### src/rtl/ps2_mouse_cursor_tracker.sv
// rtl/ps2_mouse_cursor_tracker.sv - PS/2 mouse packet parser driving a clamped absolute cursor.
// Optional PS2_MOUSE_ACCEL_EN doubles axis deltas whose magnitude exceeds ACCEL_THRESH.
module ps2_mouse_cursor_tracker #(
  parameter int MAX_X          = 639,
  parameter int MAX_Y          = 479,
  parameter int POS_W          = 10,
  parameter int WHEEL_MODE     = 0,
  parameter int TIMEOUT_CYCLES = 2000000,
  parameter int ACCEL_THRESH   = 32
) (
  input  logic             clk,
  input  logic             rst_n,
  input  logic [7:0]       ps2_byte,
  input  logic             ps2_byte_en,
  input  logic             pos_load,
  input  logic [POS_W-1:0] load_x,
  input  logic [POS_W-1:0] load_y,
  output logic [POS_W-1:0] cursor_x,
  output logic [POS_W-1:0] cursor_y,
  output logic [2:0]       buttons,
  output logic [7:0]       wheel_delta,
  output logic             packet_ready,
  output logic             sync_error
);

  localparam int AW    = POS_W + 2;
  localparam int CNT_W = (TIMEOUT_CYCLES > 2) ? $clog2(TIMEOUT_CYCLES) : 1;
  localparam logic [CNT_W-1:0] CNT_LAST =
    CNT_W'((TIMEOUT_CYCLES > 0) ? TIMEOUT_CYCLES - 1 : 0);
  localparam logic [POS_W-1:0]        MAX_X_P = POS_W'(MAX_X);
  localparam logic [POS_W-1:0]        MAX_Y_P = POS_W'(MAX_Y);
  localparam logic signed [AW-1:0]    MAX_X_S = AW'(MAX_X);
  localparam logic signed [AW-1:0]    MAX_Y_S = AW'(MAX_Y);
  localparam logic signed [9:0]       THR     = 10'(ACCEL_THRESH);
`ifdef PS2_MOUSE_ACCEL_EN
  localparam bit ACCEL_ON = 1'b1;
`else
  localparam bit ACCEL_ON = 1'b0;
`endif

  typedef enum logic [1:0] {WAIT_B0, GET_B1, GET_B2, GET_B3} state_e;

  state_e             state_q, state_d;
  logic [CNT_W-1:0]   cnt_q, cnt_d;
  // Header byte minus the always-one sync bit: {yovf, xovf, ysgn, xsgn, btn[2:0]}
  logic [6:0]         hdr_q, hdr_d;
  logic [7:0]         b1_q, b1_d;
  logic [7:0]         b2_q, b2_d;
  logic [POS_W-1:0]   cursor_x_q, cursor_x_d;
  logic [POS_W-1:0]   cursor_y_q, cursor_y_d;
  logic [2:0]         buttons_q, buttons_d;
  logic [7:0]         wheel_q, wheel_d;
  logic               ready_q, ready_d;
  logic               err_q, err_d;

  logic               is_last;
  logic               reject;
  logic               timeout_hit;
  logic               pkt_done;
  logic [7:0]         y_byte;
  logic signed [AW-1:0] dx, dy, sum_x, sum_y;
  logic [POS_W-1:0]   new_x, new_y;

  function automatic logic signed [AW-1:0] axis_delta(input logic ovf, input logic sgn,
                                                      input logic [7:0] mag);
    logic signed [9:0] d;
    if (ovf) d = sgn ? -10'sd255 : 10'sd255;
    else     d = {sgn, sgn, mag};
    if (ACCEL_ON && ((d > THR) || (d < -THR))) d = d <<< 1;
    return AW'(d);
  endfunction

  assign is_last     = (state_q == GET_B3) || ((state_q == GET_B2) && (WHEEL_MODE == 0));
  assign reject      = ps2_byte_en && (state_q == WAIT_B0) && !ps2_byte[3];
  assign timeout_hit = (TIMEOUT_CYCLES != 0) && (state_q != WAIT_B0) && !ps2_byte_en &&
                       (cnt_q == CNT_LAST);
  assign pkt_done    = ps2_byte_en && is_last;

  always_ff @(posedge clk or negedge rst_n) begin
    if (!rst_n) state_q <= WAIT_B0;
    else        state_q <= state_d;
  end

  always_comb begin
    state_d = state_q;
    if (timeout_hit) begin
      state_d = WAIT_B0;
    end else if (ps2_byte_en) begin
      case (state_q)
        WAIT_B0: state_d = ps2_byte[3] ? GET_B1 : WAIT_B0;
        GET_B1:  state_d = GET_B2;
        GET_B2:  state_d = (WHEEL_MODE != 0) ? GET_B3 : WAIT_B0;
        default: state_d = WAIT_B0;
      endcase
    end
  end

  // The Y byte is still on the bus when a 3-byte packet completes.
  assign y_byte = (state_q == GET_B2) ? ps2_byte : b2_q;
  assign dx     = axis_delta(hdr_q[5], hdr_q[3], b1_q);
  assign dy     = axis_delta(hdr_q[6], hdr_q[4], y_byte);
  assign sum_x  = $signed({2'b00, cursor_x_q}) + dx;
  assign sum_y  = $signed({2'b00, cursor_y_q}) - dy;

  always_comb begin
    new_x = sum_x[POS_W-1:0];
    if (sum_x[AW-1])          new_x = '0;
    else if (sum_x > MAX_X_S) new_x = MAX_X_P;
    new_y = sum_y[POS_W-1:0];
    if (sum_y[AW-1])          new_y = '0;
    else if (sum_y > MAX_Y_S) new_y = MAX_Y_P;
  end

  always_comb begin
    cnt_d      = cnt_q + CNT_W'(1);
    hdr_d      = hdr_q;
    b1_d       = b1_q;
    b2_d       = b2_q;
    cursor_x_d = cursor_x_q;
    cursor_y_d = cursor_y_q;
    buttons_d  = buttons_q;
    wheel_d    = wheel_q;
    ready_d    = pkt_done;
    err_d      = reject || timeout_hit;

    if ((TIMEOUT_CYCLES == 0) || ps2_byte_en || (state_q == WAIT_B0) || timeout_hit)
      cnt_d = '0;

    if (ps2_byte_en && (state_q == WAIT_B0) && ps2_byte[3])
      hdr_d = {ps2_byte[7:4], ps2_byte[2:0]};
    if (ps2_byte_en && (state_q == GET_B1)) b1_d = ps2_byte;
    if (ps2_byte_en && (state_q == GET_B2)) b2_d = ps2_byte;

    if (pkt_done) begin
      cursor_x_d = new_x;
      cursor_y_d = new_y;
      buttons_d  = hdr_q[2:0];
      wheel_d    = (WHEEL_MODE != 0) ? {{4{ps2_byte[3]}}, ps2_byte[3:0]} : 8'h00;
    end
    // A host load overrides any motion completing in the same cycle.
    if (pos_load) begin
      cursor_x_d = (load_x > MAX_X_P) ? MAX_X_P : load_x;
      cursor_y_d = (load_y > MAX_Y_P) ? MAX_Y_P : load_y;
    end
  end

  always_ff @(posedge clk or negedge rst_n) begin
    if (!rst_n) begin
      cnt_q      <= '0;
      hdr_q      <= '0;
      b1_q       <= '0;
      b2_q       <= '0;
      cursor_x_q <= POS_W'(MAX_X / 2);
      cursor_y_q <= POS_W'(MAX_Y / 2);
      buttons_q  <= '0;
      wheel_q    <= '0;
      ready_q    <= 1'b0;
      err_q      <= 1'b0;
    end else begin
      cnt_q      <= cnt_d;
      hdr_q      <= hdr_d;
      b1_q       <= b1_d;
      b2_q       <= b2_d;
      cursor_x_q <= cursor_x_d;
      cursor_y_q <= cursor_y_d;
      buttons_q  <= buttons_d;
      wheel_q    <= wheel_d;
      ready_q    <= ready_d;
      err_q      <= err_d;
    end
  end

  assign cursor_x     = cursor_x_q;
  assign cursor_y     = cursor_y_q;
  assign buttons      = buttons_q;
  assign wheel_delta  = wheel_q;
  assign packet_ready = ready_q;
  assign sync_error   = err_q;

endmodule

### config.mk
export PLATFORM = sky130hd
export DESIGN_NAME = ps2_mouse_cursor_tracker
export DESIGN_NICKNAME = d
export VERILOG_FILES = /design/src/rtl/ps2_mouse_cursor_tracker.sv
export SDC_FILE = /design/constraint.sdc
export NUM_CORES = 1
export LEC_CHECK = 0
export ABC_AREA = 1
export CAP_MARGIN = 30
export CORE_MARGIN = 5
export CORE_UTILIZATION = 60
export CTS_CLUSTER_SIZE = 40
export DETAILED_ROUTE_END_ITERATION = 12
export HOLD_SLACK_MARGIN = 0.06
export PLACE_DENSITY = 0.86
export SLEW_MARGIN = 20
export SYNTH_ARGS = -nofsm -noshare
export SYNTH_HDL_FRONTEND = slang
export SYNTH_SLANG_ARGS = --single-unit
### constraint.sdc
create_clock -name clk -period 4.1 [get_ports clk]
set_input_delay 0.82 -clock clk [delete_from_list [all_inputs] [get_ports clk]]
set_output_delay 0.82 -clock clk [all_outputs]
set_load 0.05 [all_outputs]
==> flow_summary.ini, run 1 <==
[yosys]
ys_seq_elements = 71
synth_area_sq_um = 4710
yosysSeqAreaShare_pct = 38.1
synthCells = 633
syn_avg_cell_area_sq_um = 7.44
synth_edf_count = 0
synthArstFlopShare_pct = 100
synth_ff_type = dfrtp_1
yosys_warnings = 0
synth_cell_types = 45

[clock_tree]
root_buffer = clkbuf_8
cts_buffer_depth = 2
cts.hold.buffers_added = 0
clkSinkCount = 71
cts_resized = 0
insertion_delay_ns = 0.35
clk_pin_slew_worst_paths_ns = 0.08
htreeDepth = 3
cts_tree = yes
cts_buffers = 9
cts_setup_buffers = 0

[outcome]
status = finished, final reports clean

[routing]
drc = 0
wl_met3_um = 615
wl_met2_mm = 5.38
route.vias.total = 4345
dr.pass1.iters = 5
top_layer_used = met4
wire_per_inst_um = 13.9
drt-met1-wl_mm = 4.81
vias_per_cell = 5.42
finalWirelength_mm = 11.1
drt_iter0_drc = 287
ant_nets = 0

[run]
max_cap_viol_count = 0

[floorplan]
design.core.area_sq_um = 7690
die_h_um = 98.6
io_pins = 65
fp.dieW_um = 98.6
start_util_pct = 61.3
num_rows = 32
die-area_sq_um = 9720

[placement]
dp.final_hpwl_mm = 8.58
placed_cells = 784
gp_congestion = 0.913
portBuffers = 56

[worst_setup_path]
cp_max_fo = 9
worstPathArrival_ns = 3.49
criticalPathCategory = reg2reg
end_kind = register
crit_path_start_kind = register
critPathRequiredTime_ns = 4.38

[global_routing]
grt_pass1_wl_mm = 19.0
grt_max_degree = 42
grt_pass1_vias = 4182
grt_overflow = 0
grt.total_usage_pct = 23.6
grt_antenna_before_repair = 0

[layout]
syn_to_final_growth_pct = 18.0
layout-drive-gt1-share_pct = 11.6
diodes = 0
fin_nets = 751
stdcell_count = 801

[sta]
worstMarginPinSlew_ns = 0.790
fin_crit_ns = 3.22
relSlewSlack_pct = 47.3
grt_setup_unrepaired = no
timing.final.crit_share_pct = 78.4
skew_ns = 0.00936
finalHoldViolCount = 0
setup_viol = 0
timing.fmax_ghz = 0.311
drv_slew = 0
setup_tns_ns = 0

[pwr]
power.leakage_uw = 0.00273
cellPowerDensity_nw_per_um2 = 643
vdd_drop_max_mv = 0.282

[hold_path]
hold_class = in2async
-- path summary, 6_finish.rpt --
| path | startpoint | endpoint | slack [ns] | depth (start not counted) |
|---|---|---|---|---|
| max | state_q[1] | cursor_y[5] | 0.88 | 19 |
| min | rst_n | cnt_q[14] | 0.43 | 1 |
| max reg2reg | state_q[1] | cursor_y[5] | 0.88 | 19 |
| min reg2reg | cnt_q[0] | cnt_q[0] | 0.46 | 1 |
| max in group asynchronous | rst_n | cursor_x[8] | 2.78 | 3 |
| min in group clk | cnt_q[0] | cnt_q[0] | 0.46 | 1 |
-- worst max-delay path: stages, from the launching register on --
cell and delay [ns]:
dfrtp_1 0.41, inv_1 0.07, nor2_1 0.35, inv_1 0.25, nor2_1 0.18, inv_1 0.08, o21ai_0 0.07, o21ai_0 0.09
ha_1 0.36, nand2_1 0.14, nand2_1 0.08, nand2_1 0.06, nand2_1 0.05, nand2_1 0.10, nand4_1 0.15, a21oi_2 0.20
nand2_1 0.10, inv_2 0.12, nand2_1 0.09, o211ai_2 0.18
-- placed cells by master (no fill, tap or decap), types with 2 or more instances in the layout --
cell / count
a21oi_1: 25
a21oi_2: 5
a31oi_1: 2
buf_4: 2
clkbuf_8: 9
clkdlybuf4s50_1: 55
clkinvlp_4: 4
conb_1: 8
dfrtp_1: 57
dfstp_2: 14
fa_1: 2
ha_1: 23
inv_1: 88
inv_2: 6
nand2_1: 155
nand2_2: 9
nand2_4: 3
nand3_1: 46
nand3_2: 4
nand3b_1: 2
nand4_1: 8
nor2_1: 55
nor2_2: 5
nor2_4: 4
nor3_1: 5
nor3_2: 3
o211ai_1: 3
o21a_1: 4
o21ai_0: 54
o21ai_1: 5
o22ai_1: 6
or2_2: 2
xnor2_1: 3
xor2_1: 7
-- metrics by stage --
stage | total power [uW] | hold slack (ns) | setup WS [ns] | cell area, sq um | utilization (%)
floorplan | 2530 | 0.430 | 1.38 | 4740 | -
global placement | 2920 | 0.447 | 0.712 | 5330 | 69.4
detailed placement | 2980 | 0.455 | 0.638 | 5330 | 69.4
CTS | 3560 | 0.465 | 0.961 | 5530 | 72.0
global route | 3870 | 0.461 | 0.524 | 5560 | 72.3
finish | 3570 | 0.427 | 0.884 | 5560 | 72.3
-- kinds of logic after synthesis --
kind of cell / Yosys count / share of synthesized area (%)
adder cells (fa/ha/maj): 25 / 6.96
other: 1 / 0.0796
AND/OR/NAND/NOR: 306 / 30.1
flip-flops: 71 / 38.1
buffers and inverters: 110 / 9.62
XOR/XNOR: 10 / 1.86
AO/OA/AOI/OAI: 110 / 13.3
-- where the power goes --
| part | switching [uW] | total [uW] | internal [uW] |
|---|---|---|---|
| Combinational | 1290 | 2020 | 726 |
| Clock | 284 | 565 | 280 |
| Sequential | 120 | 992 | 872 |
| Total | 1690 | 3570 | 1880 |
-- layer usage --
metal  global-route usage (%)  up-vias
li1                         -     2151
met1                     30.6     2028
met2                     38.9      142
met3                     3.68       24
met4                     10.8        0
met5                        0        -
-- synth_stat cells (2+ instances only) --
library cell    n  share of area (%)
a21oi_1        25                2.7
a21oi_2         5               0.93
a31oi_1         2               0.27
buf_2           2               0.21
buf_4           8                1.3
clkbuf_1        5               0.40
dfrtp_1        57                 30
dfstp_2        14                7.8
fa_1            2               0.85
ha_1           23                6.1
inv_1          88                7.0
inv_2           6               0.48
nand2_1       155                 12
nand2_2         9                1.2
nand2_4         3               0.72
nand3_1        46                4.9
nand3_2         4               0.85
nand3b_1        2               0.32
nand4_1         8                1.1
nor2_1         55                4.4
nor2_2          5               0.66
nor2_4          4               0.96
nor3_1          5               0.53
nor3_2          3               0.64
o211ai_1        3               0.48
o21a_1          4               0.64
o21ai_0        54                5.7
o21ai_1         5               0.53
o22ai_1         6               0.80
or2_2           2               0.27
xnor2_1         3               0.56
xor2_1          7                1.3
-- flip-flops by register name (all words and copies together), names as in the netlist --
| name | cells |
|---|---|
| cnt_q | 21 |
| cursor_x | 10 |
| cursor_y | 10 |
| b1_q | 8 |
| b2_q | 8 |
| hdr_q | 7 |
| buttons | 3 |
| state_q | 2 |
| packet_ready | 1 |
| sync_error | 1 |
-- final cells by class --
type | instances | area (sq um)
Tap cell | 102 | 128
Multi-Input combinational cell | 459 | 2490
Timing Repair Buffer | 59 | 598
Fill cell | 616 | 2130
Inverter | 94 | 353
Clock inverter | 7 | 73.8
Sequential cell | 71 | 1790
Clock buffer | 9 | 124
(Power assumes the default switching activity.)
==> inputs of run 2 (changes only) <==
Settings changed: CORE_UTILIZATION 60 to 56, PLACE_DENSITY 0.86 to 0.81.
Clock period 4.1 ns to 3 ns, I/O delays scaled along.
==> run 2 against run 1 <==
Core utilization down 0.81 points. Combinational power up 61%. Sequential share of layout area down 1.7 points. Critical path type is now in2reg. Largest cell class unchanged. Die area up 6.4%. Largest power group unchanged. Register-to-register slack worse by 0.68 ns. Clock skew up 0.0069 ns. Design area up 5.7%.
==> flow_summary.ini, run 2 (same netlist as run 1, synthesis figures left out) <==
[placement]
dp.final_hpwl_mm = 9.11
pre_cts_ws_ns = -0.222
place_area_sq_um = 5560
gp_congestion = 0.881
portBuffers = 56

[floorplan]
io_pins = 65
die_h_um = 102
design.core.area_sq_um = 8220
start_util_pct = 57.3
fp.dieW_um = 102
num_rows = 33
die-area_sq_um = 10300

[global_routing]
grt_overflow = 0
grt_antenna_before_repair = 0
grt_pass1_wl_mm = 19.4
grt_pass1_vias = 4228
grt.total_usage_pct = 23.5
grt_max_degree = 72

[clock_tree]
root_buffer = clkbuf_8
clkSinkCount = 71
cts_buffers = 9
cts_tree = yes
clk_pin_slew_worst_paths_ns = 0.09
cts_buffer_depth = 2
htreeDepth = 3
cts.hold.buffers_added = 0
insertion_delay_ns = 0.35

[worst_setup_path]
critPathRequiredTime_ns = 3.22
worstPathArrival_ns = 3.06
crit_path_start_kind = input pin
end_kind = register
criticalPathCategory = in2reg
reg2reg_slack_ns = 0.20
cp_max_fo = 6

[pwr]
power.switching_uw = 2510
power.leakage_uw = 0.00291
clockPowerShare_pct = 14.4
vdd_drop_max_mv = 0.382
cellPowerDensity_nw_per_um2 = 916
seq_power_share_pct = 25.3
p_int_uw = 2870
combPwrFrac_pct = 60.3
swShare_pct = 46.6

[routing]
wire_per_inst_um = 14.3
route.vias.total = 4443
drc = 0
ant_nets = 0
vias_per_cell = 5.29
dr.pass1.iters = 5
wl_met2_mm = 5.90
drt-met1-wl_mm = 5.27
drt_iter0_drc = 216
finalWirelength_mm = 12.0
wl_met3_um = 704
top_layer_used = met4

[layout]
fin_area_sq_um = 5880
diodes = 0
layout-drive-gt1-share_pct = 18.4
layout_common_cells = nand2_1, inv_1, dfrtp_1
syn_to_final_growth_pct = 24.8
largest_register = cnt_q
fin_nets = 787
largest_reg_flops = 21
final_common_cell = nand2_1

[sta]
setup_tns_ns = 0
timing.final.ws_setup_ns = 0.164
timing.fmax_ghz = 0.353
drv_slew = 0
skew_ns = 0.0163
relSlewSlack_pct = 57.7
setup_viol = 0
fin_crit_ns = 2.84
worstMarginPinSlew_ns = 0.632
timing.final.crit_share_pct = 94.5
finalHoldViolCount = 0

[hold_path]
hold_class = in2async

[run]
max_cap_viol_count = 0

[outcome]
status = finished, final reports clean
-- run 2: cell types whose count changed in the layout (fill, tap and decap cells not counted), sizes merged --
cell / delta
buf: +36
clkinv: +1
clkinvlp: -2
inv: +1
-- run 2: per-stage QoR --
stage / power (uW) / std cells / utilization, % / hold WS, ns
CTS: 5160 / 833 / 70.1 / 0.468
global placement: 4280 / 817 / 67.7 / 0.447
floorplan: 3460 / 640 / - / 0.304
detailed placement: 4370 / 817 / 67.7 / 0.457
global route: 5800 / 840 / 71.5 / 0.278
finish: 5380 / 840 / 71.5 / 0.241
-- run 2: layout make-up --
class | count | area, sq um
Tap cell | 105 | 131
Clock inverter | 7 | 72.6
Inverter | 94 | 353
Clock buffer | 9 | 124
Multi-Input combinational cell | 459 | 2540
Sequential cell | 71 | 1790
Timing Repair Buffer | 95 | 861
Fill cell | 648 | 2340
-- run 2: repair_timing --
item	4_1_cts	5_1_grt
pin swaps	0	14
resized for setup	1	24
setup buffers	0	6
setup endpoints to repair	2	9
-- run 2: path summary, 6_finish.rpt --
| kind | cells past startpoint | to | from |
|---|---|---|---|
| max reg2reg | 20 | cursor_y[4] | state_q[1] |
| min reg2reg | 1 | cnt_q[0] | cnt_q[0] |
| min | 2 | b1_q[2] | rst_n |
| max in group asynchronous | 3 | cursor_x[8] | rst_n |
| max | 20 | cursor_y[4] | ps2_byte[3] |
| min in group clk | 1 | cnt_q[0] | cnt_q[0] |
-- run 2: layer usage --
metal	track usage [%]	up-vias
li1	-	2224
met1	31.1	2059
met2	40.3	143
met3	3.31	17
met4	6.13	0
met5	0	-
-- run 2: power groups by stage --
stage               clock, uW  combinational [uW]  sequential, uW
CTS                       777                3030            1350
finish                    775                3250            1360
detailed placement          0                3000            1370
global route              823                3590            1380
global placement            0                2920            1360
floorplan                   0                1900            1570
-- run 2: critical path: stages --
cell	delay, ns
clkdlybuf4s50_1	0.48
inv_1	0.07
nor2_1	0.10
inv_1	0.05
o21ai_0	0.08
o21ai_1	0.10
ha_1	0.41
nand2_1	0.11
nor2_2	0.12
nand2_1	0.08
nand3_1	0.10
nand2_1	0.07
nand2_1	0.07
nand3_1	0.10
nand2_2	0.11
nand3_4	0.10
nand2_4	0.10
nand2_1	0.07
nand2_1	0.07
nand3_1	0.08
